$ cat src/rtl/pendig_argmax_seq.sv
// Sequential argmax over the per-class popcounts of the pendigits BNN classifier.
// One comparator scans the captured scores, one class per clock, then offers the result.
module pendig_argmax_seq #(
  parameter int NCLASS = 10,
  parameter int SW     = 5
) (
  input  logic                       clk,
  input  logic                       rst_n,
  input  logic                       in_valid,
  output logic                       in_ready,
  input  logic [NCLASS*SW-1:0]       scores,
  output logic                       out_valid,
  input  logic                       out_ready,
  output logic [$clog2(NCLASS)-1:0]  out_class,
  output logic [SW-1:0]              out_score
);

  localparam int IW = $clog2(NCLASS);
  localparam logic [IW-1:0] LAST = IW'(NCLASS - 1);

  typedef enum logic [1:0] {
    IDLE = 2'd0,
    SCAN = 2'd1,
    DONE = 2'd2
  } state_t;

  state_t        state;
  state_t        state_next;
  logic [SW-1:0] cap [NCLASS];
  logic [IW-1:0] idx;
  logic [SW-1:0] best;
  logic [IW-1:0] best_idx;

  logic [SW-1:0] cur;
  logic          take;
  logic          last;
  logic [SW-1:0] win_score;
  logic [IW-1:0] win_idx;

  // Strict greater-than keeps the lower index on ties.
  assign cur       = cap[idx];
  assign take      = cur > best;
  assign last      = (idx == LAST);
  assign win_score = take ? cur : best;
  assign win_idx   = take ? idx : best_idx;

  always_ff @(posedge clk or negedge rst_n) begin
    if (!rst_n) state <= IDLE;
    else        state <= state_next;
  end

  always_comb begin
    state_next = state;
    in_ready   = 1'b0;
    out_valid  = 1'b0;
    case (state)
      IDLE: begin
        in_ready = 1'b1;
        if (in_valid) state_next = SCAN;
      end
      SCAN: begin
        if (last) state_next = DONE;
      end
      DONE: begin
        out_valid = 1'b1;
        if (out_ready) state_next = IDLE;
      end
      default: state_next = IDLE;
    endcase
  end

  // Outputs are loaded only on the final scan edge so they hold through the next scan.
  always_ff @(posedge clk or negedge rst_n) begin
    if (!rst_n) begin
      for (int i = 0; i < NCLASS; i++) cap[i] <= '0;
      idx       <= '0;
      best      <= '0;
      best_idx  <= '0;
      out_class <= '0;
      out_score <= '0;
    end else begin
      case (state)
        IDLE: begin
          if (in_valid) begin
            for (int i = 0; i < NCLASS; i++) cap[i] <= scores[i*SW +: SW];
            best     <= scores[SW-1:0];
            best_idx <= '0;
            idx      <= IW'(1);
          end
        end
        SCAN: begin
          best     <= win_score;
          best_idx <= win_idx;
          if (last) begin
            out_class <= win_idx;
            out_score <= win_score;
          end else begin
            idx <= idx + IW'(1);
          end
        end
        default: ;
      endcase
    end
  end

endmodule

$ cat config.mk
export PLATFORM = sky130hd
export DESIGN_NAME = pendig_argmax_seq
export DESIGN_NICKNAME = d
export VERILOG_FILES = /design/src/rtl/pendig_argmax_seq.sv
export SDC_FILE = /design/constraint.sdc
export NUM_CORES = 1
export LEC_CHECK = 0
export ABC_AREA = 0
export CORE_MARGIN = 1
export CORE_UTILIZATION = 55
export CTS_CLUSTER_DIAMETER = 50
export DETAILED_ROUTE_END_ITERATION = 6
export DONT_BUFFER_PORTS = 1
export PLACE_DENSITY = 0.71
export SKIP_LAST_GASP = 1
export SLEW_MARGIN = 5
export SYNTH_ARGS = -nofsm -noshare
export SYNTH_HDL_FRONTEND = slang
export SYNTH_SLANG_ARGS = --single-unit
$ cat constraint.sdc
create_clock -name clk -period 2.7 [get_ports clk]
set_clock_uncertainty 0.05 [all_clocks]
set_input_delay 0.54 -clock clk [delete_from_list [all_inputs] [get_ports clk]]
set_output_delay 0.54 -clock clk [all_outputs]
set_load 0.01 [all_outputs]
==> summary.txt <==
Route
  – Metal2 WL: 3.44 mm
  – Avg WL per Cell: 15.7 um
  – Met3 wire len: 361 um
  – Uppermost routed layer: met4
  – M1 WL: 3.51 mm
  – Total Wirelength: 7.43 mm
  – Initial drt markers: 185
  – Vias per cell: 5.39
  – Antenna Violating Nets Remaining: 0
  – DRT Pass-1 Iters: 4
  – Vias: 2550
  – # DRC: 0

CTS
  – H-tree depth: 3
  – CTS Buffer Depth: 2
  – CTS root buf: clkbuf_8
  – Clock transition at path regs: 0.08 ns
  – Clk_lat worst skew: 0.35 ns
  – Sink Count: 74
  – CTS tree: yes
  – CTS buffer count: 9

Synthesis
  – Post-synthesis cell type count: 38
  – Async SR Flop Fraction: 100%
  – Post-synthesis register bit count: 74
  – Syn. warnings: 0
  – Synth area leaders: dfrtp_1, nand2_1, mux2i_1
  – Synth Flop Type: dfrtp_1
  – Average size of a mapped cell: 9.34 um^2
  – Sequential share of the synthesized area: 52.0%
  – Post-synth top area cell: dfrtp_1
  – Synth Instances: 381
  – Number of synthesized flops with an enable pin: 0
  – Top-count cell post-synth: nand2_1
  – Synth cell count leaders: nand2_1, dfrtp_1, o21ai_1
  – Share of the synthesized area in the top cell type: 52.0%
  – Cell Area, Synth: 3560 um^2
  – Post-Syn Nets: 442

Global routing
  – Vias in the first global route: 2401
  – Global route overflow: 0
  – Largest net degree at the start of global routing: 75
  – Gr usage total: 23.8%
  – Initial antenna violation count: 0
  – First-pass GRT wire length: 11.6 mm

Floorplan
  – Row count: 28
  – Die Wd: 82.5 um
  – Core area: 6100 um^2
  – Starting density of the core: 58.4%
  – Full die area: 6800 um^2
  – Io pins: 65
  – Die height: 82.5 um

STA
  – Minimum clock period: 2.97 ns
  – Setup violations, final: 18
  – Hold WS: 0.0297 ns
  – Worst rel slew slack: 63.5%
  – Max Slew Vio Count: 0
  – Fmax: 336 MHz
  – Fin crit share: 110%
  – Tightest Pin Transition: 0.546 ns
  – Setup slack after layout: -0.272 ns
  – RSZ-0062 raised after global routing: yes
  – Fin. Hold Viols: 0
  – Setup TNS Final: -3.72 ns

Critical path
  – Crit. End Element: flip-flop
  – Worst path bufs/invs: 2
  – R2r setup slk: -0.27 ns
  – Critical path, cell by cell: mux4_2 -> o22ai_2 -> o32ai_2 -> ha_1 -> and4_1 -> a21oi_2 -> o31a_1 -> buf_4 -> clkbuf_16 -> mux2i_1 -> o21ai_1
  – Critical path class: flip-flop to flip-flop
  – Worst EP arrival: 3.13 ns
  – CP peak stage delay: 0.56 ns
  – Reg2Reg Depth: 11
  – FF-to-FF Start: idx[0]
  – Delay-heaviest family, CP: multiplexers
  – Crit-path slowest cell: mux4_2
  – Worst setup SP type: flip-flop
  – Worst r2r dst: out_score[4]
  – CP max FO: 9
  – CP required: 2.86 ns

Placement
  – Placer congestion estimate: 0.847
  – Setup slack at placement: -0.260 ns
  – PortBufs: 0
  – HPWL Detailed: 5.20 mm
  – Placed Instance Area: 3700 um^2

Finish
  – Fin area: 4060 um^2
  – Area grow syn2layout: 14.0%
  – Nets: 454
  – # diodes: 0
  – Layout cell share with drive strength beyond 1: 17.6%

Run status
  – Status: finished with violations
  – Violated checks: negative setup slack

Power
  – Max IR drop VDD: 1370 uV
  – Leak: 2.04 nW
  – Power density over cell area: 1590 nW/um^2

Job
  – Max-cap viol count: 0

Worst hold path
  – Min-delay worst type: input port to asynchronous set/reset pin
==> routing by layer <==
layer	track usage, %	vias up
li1	-	1282
met1	33.4	1189
met2	36.1	68
met3	4.73	11
met4	9.47	0
met5	0	-
==> worst max-delay path by stage <==
stage,endpoint,startpoint,cells past startpoint
after CTS,best[4],idx[0],10
final,out_score[4],idx[0],11
after global placement,best[2],idx[0],9
after floorplan,best[1],idx[0],11
after global routing,out_score[2],idx[0],11
after detailed placement,best[1],idx[0],10
==> timing repair <==
action,in CTS,in global routing
setup buffers,0,3
endpoints found under the hold margin,74,0
pin swaps,0,0
resized for setup,6,7
cloned,0,1
endpoints found under the setup margin,18,18
hold buffers,1,0
==> sequential cells by signal, indices dropped and copies added (netlist names) <==
name,count
idx,4
out_class,4
best_idx,4
cap,50
state,2
out_score,5
best,5
==> worst reg2reg max path, stage by stage (launching register included) <==
cell       delay (ns)
dfrtp_2          0.48
mux4_2           0.56
o22ai_2          0.19
o32ai_2          0.11
ha_1             0.31
and4_1           0.22
a21oi_2          0.13
o31a_1           0.19
buf_4            0.16
clkbuf_16        0.15
mux2i_1          0.20
o21ai_1          0.07
==> logic make-up after synthesis <==
family / Yosys count / synth area share (%)
adders and majority gates: 7 / 2.46
and+or+nand+nor: 204 / 23.6
DFF: 74 / 52.0
xor gates and xnor gates: 1 / 0.246
buffers and inverters: 30 / 4.11
AOI/OAI and AO/OA: 42 / 9.07
muxes: 23 / 8.54
==> cell usage in the layout, fill, tap and decap left out, drive strengths merged <==
master,n
bufinv,2
nand2b,4
o32a,1
nand3,5
inv,6
nor2b,5
a221o,5
a211oi,5
clkinv,1
a21oi,4
nand4,1
and2,3
mux4,5
clkbuf,13
o21ai,16
o31ai,1
o32ai,4
and2b,1
o22ai,5
and4,1
mux2i,12
mux2,6
nor2,7
buf,24
ha,7
and3b,1
nand4b,1
xor2,1
clkinvlp,1
and3,4
nand2,171
o31a,1
dfrtp,74
==> power breakdown <==
part / switching, mW / total [mW] / internal, mW
Sequential: 0.359 / 1.98 / 1.62
Combinational: 1.67 / 3.48 / 1.81
Clock: 0.407 / 1.00 / 0.595
==> area by class of cell <==
type	instances	area, um^2
fillers	508	2040
inverters	6	22.5
flip-flops and latches	74	1850
clock inverters	4	72.6
multi-input cells	277	1600
repair buffers	25	249
well taps	75	93.8
clock buffers	12	165
==> metrics by stage <==
stage	cells	power, mW	util (%)
finish	473	6.46	66.5
global placement	452	4.77	60.7
CTS	469	5.99	65.3
floorplan	381	4.13	-
global route	473	6.91	66.5
detailed placement	452	4.90	60.7
Note: power is estimated with default switching activity, not from simulation.
